==> config.mk <==
export PLATFORM = sky130hd
export DESIGN_NAME = pc_branch_unit
export DESIGN_NICKNAME = d
export VERILOG_FILES = /design/src/rtl/pc_pkg.sv /design/src/rtl/pc_ras.sv /design/src/rtl/pc_branch_unit.sv
export SDC_FILE = /design/constraint.sdc
export NUM_CORES = 1
export LEC_CHECK = 0
export ABC_CLOCK_PERIOD_IN_PS = 6500
export CORE_AREA = 2 2 150 152
export CTS_CLUSTER_DIAMETER = 50
export DETAILED_ROUTE_END_ITERATION = 7
export DIE_AREA = 0 0 152 154
export DONT_BUFFER_PORTS = 1
export PLACE_DENSITY = 0.74
export SYNTH_ARGS = -nofsm -noshare
export SYNTH_HDL_FRONTEND = slang
export SYNTH_SLANG_ARGS = --single-unit
==> constraint.sdc <==
create_clock -name clk -period 6.5 [get_ports clk]
set_clock_uncertainty 0.2 [all_clocks]
set_input_delay 1.3 -clock clk [delete_from_list [all_inputs] [get_ports clk]]
set_output_delay 1.3 -clock clk [all_outputs]
set_load 0.1 [all_outputs]
==> src/rtl/pc_pkg.sv <==
`default_nettype none
// +-----------------------------------------------------------------------+
// | pc_pkg : shared types and default widths for the PC/branch unit       |
// | Rev 1.0                                                               |
// +-----------------------------------------------------------------------+
package pc_pkg;

    typedef enum logic [1:0] {
        JM_SEQ     = 2'b00,
        JM_LUT_REL = 2'b01,
        JM_LUT_ABS = 2'b10,
        JM_IMM_REL = 2'b11
    } jump_mode_t;

    localparam int D_DEF         = 12;
    localparam int LUT_DEPTH_DEF = 16;
    localparam int RAS_DEPTH_DEF = 4;
    localparam int IMM_W_DEF     = 4;

endpackage
`default_nettype wire

==> src/rtl/pc_ras.sv <==
`default_nettype none
// +-----------------------------------------------------------------------+
// | pc_ras : circular return-address stack with sticky over/underflow     |
// | Rev 1.0                                                               |
// +-----------------------------------------------------------------------+
module pc_ras
    import pc_pkg::*;
#(
    parameter int D         = D_DEF,
    parameter int RAS_DEPTH = RAS_DEPTH_DEF
) (
    input  logic         clk,
    input  logic         reset_n,
    input  logic         push,
    input  logic         pop,
    input  logic [D-1:0] push_data,
    output logic [D-1:0] pop_data,
    output logic         full,
    output logic         empty,
    output logic         overflow,
    output logic         underflow
);

    localparam int PW   = $clog2(RAS_DEPTH);
    localparam int CNTW = $clog2(RAS_DEPTH + 1);
    localparam logic [PW-1:0]   c_ptr_one = PW'(1);
    localparam logic [CNTW-1:0] c_cnt_one = CNTW'(1);
    localparam logic [CNTW-1:0] c_depth   = CNTW'(RAS_DEPTH);

    logic [D-1:0]    r_mem [RAS_DEPTH];
    logic [PW-1:0]   r_top;            // next slot to write; wraps so a full push overwrites the oldest
    logic [CNTW-1:0] r_count;
    logic            r_overflow;
    logic            r_underflow;
    logic [PW-1:0]   w_last;

    assign w_last    = r_top - c_ptr_one;
    assign pop_data  = r_mem[w_last];
    assign full      = (r_count == c_depth);
    assign empty     = (r_count == '0);
    assign overflow  = r_overflow;
    assign underflow = r_underflow;

    always_ff @(posedge clk) begin
        if (!reset_n) begin
            r_top       <= '0;
            r_count     <= '0;
            r_overflow  <= 1'b0;
            r_underflow <= 1'b0;
        end else if (pop) begin
            if (empty) begin
                r_underflow <= 1'b1;
            end else begin
                r_top   <= w_last;
                r_count <= r_count - c_cnt_one;
            end
        end else if (push) begin
            r_top <= r_top + c_ptr_one;
            if (full) begin
                r_overflow <= 1'b1;
            end else begin
                r_count <= r_count + c_cnt_one;
            end
        end
    end

    always_ff @(posedge clk) begin
        if (reset_n && push && !pop) begin
            r_mem[r_top] <= push_data;
        end
    end

endmodule
`default_nettype wire

==> src/rtl/pc_branch_unit.sv <==
`default_nettype none
// +-----------------------------------------------------------------------+
// | pc_branch_unit : PC register, writable branch-target LUT and RAS      |
// | Rev 1.0                                                               |
// +-----------------------------------------------------------------------+
module pc_branch_unit
    import pc_pkg::*;
#(
    parameter int D         = D_DEF,
    parameter int LUT_DEPTH = LUT_DEPTH_DEF,
    parameter int RAS_DEPTH = RAS_DEPTH_DEF,
    parameter int IMM_W     = IMM_W_DEF,
    localparam int LW       = $clog2(LUT_DEPTH),
    localparam int CW       = (LW > IMM_W) ? LW : IMM_W
) (
    input  logic          clk,
    input  logic          reset_n,
    input  logic          stall,
    input  logic          halt,
    input  logic [1:0]    jump_mode,
    input  logic          branch_en,
    input  logic          call,
    input  logic          ret,
    input  logic [CW-1:0] pc_ctrl_input,
    input  logic          lut_we,
    input  logic [LW-1:0] lut_waddr,
    input  logic [D-1:0]  lut_wdata,
    output logic [D-1:0]  pc,
    output logic          halted,
    output logic          ras_overflow,
    output logic          ras_underflow
);

    localparam logic [D-1:0] c_pc_one = D'(1);

    logic [D-1:0]  r_pc;
    logic          r_halted;
    logic [D-1:0]  r_lut [LUT_DEPTH];

    jump_mode_t    w_mode;
    logic [LW-1:0] w_idx;
    logic [D-1:0]  w_imm_ext;
    logic [D-1:0]  w_pc_inc;
    logic [D-1:0]  w_target;
    logic [D-1:0]  w_pc_next;
    logic          w_taken;
    logic          w_active;
    logic          w_push;
    logic          w_pop;
    logic [D-1:0]  w_ras_data;
    logic          w_ras_empty;
    logic          w_ras_full_unused;

    assign w_mode    = jump_mode_t'(jump_mode);
    assign w_idx     = pc_ctrl_input[LW-1:0];
    assign w_imm_ext = {{(D-IMM_W){pc_ctrl_input[IMM_W-1]}}, pc_ctrl_input[IMM_W-1:0]};
    assign w_pc_inc  = r_pc + c_pc_one;
    assign w_taken   = (w_mode != JM_SEQ) && (branch_en || call);
    assign w_active  = !halt && !r_halted && !stall;
    // ret outranks call, so a simultaneous call never pushes
    assign w_pop     = w_active && ret;
    assign w_push    = w_active && call && !ret;

    always_comb begin
        w_target = w_pc_inc;
        case (w_mode)
            JM_LUT_REL: w_target = r_pc + r_lut[w_idx];
            JM_LUT_ABS: w_target = r_lut[w_idx];
            JM_IMM_REL: w_target = r_pc + w_imm_ext;
            default:    w_target = w_pc_inc;
        endcase
    end

    always_comb begin
        w_pc_next = r_pc;
        if (w_active) begin
            if (ret) begin
                w_pc_next = w_ras_empty ? w_pc_inc : w_ras_data;
            end else if (w_taken) begin
                w_pc_next = w_target;
            end else begin
                w_pc_next = w_pc_inc;
            end
        end
    end

    always_ff @(posedge clk) begin
        if (!reset_n) begin
            r_pc     <= '0;
            r_halted <= 1'b0;
            for (int i = 0; i < LUT_DEPTH; i++) begin
                r_lut[i] <= '0;
            end
        end else begin
            r_pc <= w_pc_next;
            if (halt) begin
                r_halted <= 1'b1;
            end
            if (lut_we) begin
                r_lut[lut_waddr] <= lut_wdata;
            end
        end
    end

    pc_ras #(
        .D         (D),
        .RAS_DEPTH (RAS_DEPTH)
    ) u_ras (
        .clk       (clk),
        .reset_n   (reset_n),
        .push      (w_push),
        .pop       (w_pop),
        .push_data (w_pc_inc),
        .pop_data  (w_ras_data),
        .full      (w_ras_full_unused),
        .empty     (w_ras_empty),
        .overflow  (ras_overflow),
        .underflow (ras_underflow)
    );

    assign pc     = r_pc;
    assign halted = r_halted;

endmodule
`default_nettype wire

==> flow_summary.json, run 1 <==
{
  "holdPathEnd": "pc[4]",
  "h-tree-depth": 1,
  "crit_required_ps": 6720,
  "die-area_um2": 23400,
  "outcome": "completed",
  "crit_arrival_ps": 4390,
  "cellPowerDensity_nw_per_um2": 279,
  "synth.net_count": 946,
  "initial_core_util_pct": 58.6,
  "layout.area.seq_um2": 7610,
  "drt-initial-drc-count": 622,
  "yosysWarnings": 0,
  "async_reset_ff_share_pct": 0,
  "num_vias": 7602,
  "core_um2": 21700,
  "drtPass1Iterations": 5,
  "netlist_top_cells_area": "edfxtp_1 (57%), mux4_2 (10%), and2_1 (9.9%)",
  "row_count": 54,
  "ctsHoldBuffers": 0,
  "vias_per_cell": 6.39,
  "clk_latency_ps": 550,
  "yosysSeqAreaShare_pct": 59.9,
  "drive_above_1_share_pct": 15.4,
  "synthesis.area_um2": 12700,
  "finalWirelength_mm": 29.8,
  "ff2ff_path_depth": 11,
  "track_usage_pct": 25.9,
  "finalHoldViolCount": 0,
  "multiInputGateArea_um2": 4780,
  "synth.cells.most_frequent": "edfxtp_1 (240), and2_1 (201), mux4_2 (59), clkbuf_1 (51), nand2_1 (41)",
  "maxSlewHeadroom_pct": 21.0,
  "startpoint_type": "input pin",
  "grt_max_degree": 49,
  "syn_to_final_growth_pct": 9.24,
  "setup_violations": 0,
  "critPathSlowestCell": "mux4_1",
  "gp_congestion": 0.852,
  "cts_tree": "done",
  "fin_crit_sh_pct": 64.2,
  "cp_max_fo": 48,
  "drc": 0,
  "clk_path_buf_depth": 3,
  "worstHoldPathCells": 2,
  "nets": 936,
  "tns_ps": 0,
  "min_path_type": "reg2reg",
  "grt_overflow": 0,
  "reg2reg_slack_ps": 2730,
  "cts_inserted_buffers": 28,
  "synth.top_cell.area_share_pct": 56.7,
  "period_needed_ps": 4170,
  "max_freq_mhz": 240,
  "slew_viol_final": 0,
  "p_leak_nw": 4.83,
  "dp_hpwl_mm": 19.7,
  "fin_hold_ws_ps": 302,
  "r2r-end": "pc[10]",
  "routedWlPerCell_um": 25.1,
  "r2r-start": "r_lut[5][0]",
  "io_buffers": 0,
  "postCtsSetupRepairBufs": 0,
  "fp.dieH_um": 154,
  "fillers": 1589,
  "cts.clk_slew.worst_paths_ps": 60,
  "finalWorstSetupSlack_ps": 2330,
  "finalCoreUtilization_pct": 64.0,
  "cts_sinks": 260,
  "rsz0062_at_grt": "false",
  "grt_pass1_wl_mm": 46.1,
  "synth-seq-cells": 260,
  "grt_pass1_vias": 7758,
  "cap_violations": 0,
  "avgSynthCellArea_um2": 14.2,
  "ant_nets": 0,
  "yosysUniqueCellTypes": 59,
  "synth.most_common_cell": "edfxtp_1",
  "crit_path_max_incr_delay_ps": 540,
  "ir_drop_uv": 228,
  "holdCritStartpoint": "pc[4]",
  "worst_pin_slew_ps": 1180,
  "grt_antenna_before_repair": 0,
  "crit_type": "in2reg",
  "dp_slack_ps": 1830,
  "post_cts_resized": 0,
  "endpoint_kind": "register",
  "cts_root_buffer": "clkbuf_16",
  "ios": 45,
  "synthCells": 898,
  "synth_top_cell_by_area": "edfxtp_1",
  "synth_ff_type": "edfxtp_1",
  "die_w_um": 152,
  "synth_edf_count": 240,
  "crit_chain": "mux4_1 > mux4_2 > mux2_2 > ha_1 > fa_1 > a21oi_1 > o221ai_1 > a41oi_1 > xnor2_1 > o22ai_1 > o2bb2ai_1",
  "antennaDiodeCount": 0
}
[cell usage in the layout, fill, tap and decap left out, drive strengths merged, types with 8 or more instances in the layout]
cell type / count
ha: 16
and2: 201
mux2i: 8
edfxtp: 240
dfxtp: 20
nand2b: 10
clkbuf: 28
mux4: 68
inv: 12
xnor2: 16
nor3: 10
o21ai: 27
nand2: 41
nor2: 28
mux2: 8
buf: 24
a21oi: 21
clkinv: 16
nand3: 19
[cell type report]
type	count	share of cell area (%)
well taps	280	2.52
clock inverters	24	1.62
repair buffers	24	1.30
clock buffers	28	5.05
multi-input cells	564	34.4
flip-flops and latches	260	54.8
inverters	10	0.270
[report_power, final]
group          internal, W  switching [W]
Sequential         0.00190      0.0000481
Clock             0.000913       0.000659
Combinational     0.000151       0.000199
[state kept, by name (all words and copies together) (netlist names)]
name and count:
r_lut 192, u_ras.r_mem 48, pc 12, u_ras.r_count 3, u_ras.r_top 2, halted 1
u_ras.overflow 1, u_ras.underflow 1
[per-stage QoR]
| step | cell area (um^2) | total power (W) | std cells |
|---|---|---|---|
| 5_1_grt | 13900 | 0.00399 | 1190 |
| 2_1_floorplan | 12700 | 0.00226 | 898 |
| 3_3_place_gp | 13000 | 0.00232 | 1138 |
| 4_1_cts | 13900 | 0.00389 | 1190 |
| 3_5_place_dp | 13000 | 0.00233 | 1138 |
| 6_report | 13900 | 0.00387 | 1190 |
[cell families (layout without fill, tap and decap cells)]
group	after synthesis	after routing	share of synthesized area, %
flip-flops	260	260	59.9
buffers and inverters	74	86	2.51
XOR/XNOR	22	22	1.52
AND/OR/NAND/NOR	329	329	14.6
AO/OA/AOI/OAI	111	111	5.93
multiplexers	84	84	13.7
adder cells (fa/ha/maj)	18	18	1.89
[worst max path at each step]
stage	cells after the start	slack [ps]	start	endpoint
after floorplan	14	1730	pc_ctrl_input[0]	pc[11]
after global placement	11	1840	pc_ctrl_input[0]	pc[8]
after detailed placement	11	1830	pc_ctrl_input[0]	pc[8]
after CTS	11	2380	pc_ctrl_input[0]	pc[8]
after global routing	11	2160	pc_ctrl_input[0]	pc[10]
final	11	2330	pc_ctrl_input[0]	pc[10]
[per-layer routing]
layer,track usage (%),wire length (um)
met5,0,0
met4,10.4,1270
met3,4.48,2000
met2,43.8,14800
met1,33.7,11700
[worst max-delay path, delay by kind of cell]
kind | cells | cell delay (ps)
fa+ha+maj | 2 | 620
xor+xnor | 1 | 100
compound gates | 5 | 1030
mux | 3 | 1310
No activity file was read; power rests on OpenSTA's default activity.
==> run 2, diff against run 1 <==
ABC_CLOCK_PERIOD_IN_PS = 4200   (was 6500)
clock period = 4.2 ns   (was 6.5 ns; I/O delays follow)
==> flow_summary.json, run 2 (same netlist as run 1, synthesis figures left out) <==
{
  "dp_slack_ps": -32.1,
  "setup_violations": 0,
  "crit_chain": "mux4_1 > mux4_2 > mux2_2 > ha_1 > fa_1 > a21oi_1 > o221ai_1 > a21oi_1 > xnor2_1 > and3_1 > o221a_1",
  "endpoint": "pc[8]",
  "drt-initial-drc-count": 691,
  "finalWirelength_mm": 30.3,
  "startpoint_type": "register",
  "p_leak_nw": 4.93,
  "final_common_cell": "edfxtp_1",
  "drive_above_1_share_pct": 16.5,
  "num_vias": 7678,
  "grt_pass1_wl_mm": 46.0,
  "grt_max_degree": 49,
  "die_w_um": 152,
  "critPathLaunch": "r_lut[5][0]",
  "postCtsSetupRepairBufs": 0,
  "pwr-share-clk_pct": 43.2,
  "seqPwrFrac_pct": 47.7,
  "top_register": "r_lut",
  "ctsHoldBuffers": 0,
  "period_needed_ps": 3800,
  "postPlaceCellArea_um2": 13000,
  "routedWlPerCell_um": 25.2,
  "maxSlewHeadroom_pct": 20.6,
  "h-tree-depth": 2,
  "r2r-start": "r_lut[5][0]",
  "die-area_um2": 23400,
  "internal-power_w": 0.00485,
  "rsz0062_at_grt": "false",
  "reg2reg_slack_ps": 400,
  "layout.area.seq_um2": 7610,
  "endpoint_kind": "register",
  "nets": 950,
  "critPathSlowestCell": "mux4_1",
  "post_cts_resized": 0,
  "multiInputGateArea_um2": 4780,
  "p_comb_share_pct": 9.1,
  "crit_required_ps": 4380,
  "grt_overflow": 0,
  "largest_reg_flops": 192,
  "track_usage_pct": 26.0,
  "initial_core_util_pct": 58.6,
  "clk_path_buf_depth": 3,
  "cap_violations": 0,
  "crit_buf_inv": 0,
  "min_path_type": "in2reg",
  "ant_nets": 0,
  "crit_path_max_incr_delay_ps": 520,
  "finalCoreUtilization_pct": 64.9,
  "fp.dieH_um": 154,
  "row_count": 54,
  "cts_root_buffer": "clkbuf_16",
  "cts_sinks": 260,
  "tns_ps": 0,
  "crit_arrival_ps": 3980,
  "cp_max_fo": 3,
  "io_buffers": 0,
  "p_sw_w": 0.00146,
  "path_common_cell": "a21oi_1",
  "cts_inserted_buffers": 34,
  "critPathTopFamily": "multiplexers",
  "cts.clk_slew.worst_paths_ps": 60,
  "finalInstanceArea_um2": 14100,
  "outcome": "completed",
  "worst-path-stages": 11,
  "worst_pin_slew_ps": 1190,
  "fin_crit_sh_pct": 90.4,
  "antennaDiodeCount": 0,
  "final_cell_mix": "edfxtp_1 (240), and2_1 (201), mux4_2 (59)",
  "finalHoldViolCount": 0,
  "p_sw_share_pct": 23.2,
  "cts_tree": "done",
  "ios": 45,
  "grt_pass1_vias": 7818,
  "crit_type": "reg2reg",
  "clk_latency_ps": 510,
  "vias_per_cell": 6.37,
  "core_um2": 21700,
  "finalWorstSetupSlack_ps": 402,
  "fillers": 1518,
  "ff2ff_path_depth": 11,
  "drtPass1Iterations": 6,
  "slew_viol_final": 0,
  "max_freq_mhz": 263,
  "ir_drop_uv": 356,
  "gp_congestion": 0.859,
  "dp_hpwl_mm": 19.8,
  "r2r-end": "pc[8]",
  "drc": 0,
  "cellPowerDensity_nw_per_um2": 448,
  "grt_antenna_before_repair": 0,
  "syn_to_final_growth_pct": 10.8
}
run 2: cell count changes in the layout (fill, tap and decap cells not counted), sizes merged:
cell / before / now
buf: 24 / 32
bufinv: 3 / 2
clkbuf: 28 / 41
clkinv: 16 / 9
clkinvlp: 3 / 5
run 2: per-layer routing:
metal	track usage, %	share of wire, %	up-vias
li1	-	-	3407
met1	32.5	38	3861
met2	45.4	52	341
met3	4.85	7.1	69
met4	10.2	3.4	0
met5	0	0	-
run 2: worst min path at each step:
stage	startpoint	endpoint	slack, ps	cells after the start
floorplan	u_ras.r_top[1]	u_ras.r_top[1]	320	2
global placement	pc[4]	pc[4]	290	2
detailed placement	pc[3]	pc[3]	290	2
CTS	ret	u_ras.r_top[1]	240	1
global route	ret	pc[0]	250	1
finish	ret	pc[0]	250	1
run 2: power by group through the flow:
| stage | sequential [W] | clock (W) | combinational [W] |
|---|---|---|---|
| 6_report | 0.00301 | 0.00273 | 0.000574 |
| 2_1_floorplan | 0.00309 | 0 | 0.000408 |
| 3_3_place_gp | 0.00305 | 0 | 0.000558 |
| 4_1_cts | 0.00301 | 0.00275 | 0.000572 |
| 3_5_place_dp | 0.00306 | 0 | 0.000568 |
| 5_1_grt | 0.00301 | 0.00286 | 0.000610 |
run 2: final cells by class:
cell class	count	area share, %
sequential	260	54.0
timing repair buffer	32	1.71
inverter	10	0.267
multi-input combinational	564	34.0
clock buffer	41	6.38
tap	280	2.49
clock inverter	18	1.17
run 2: worst reg2reg max path: stages, from the launching register on:
cell,delay [ps]
edfxtp_1,410
mux4_1,520
mux4_2,480
mux2_2,280
ha_1,210
fa_1,420
a21oi_1,280
o221ai_1,200
a21oi_1,190
xnor2_1,80
and3_1,180
o221a_1,220
run 2: metrics by stage:
stage               cells  power [W]  hold slack (ps)
floorplan             898    0.00350              322
CTS                  1205    0.00633              244
global route         1205    0.00648              250
global placement     1146    0.00360              287
detailed placement   1146    0.00363              294
finish               1205    0.00631              254
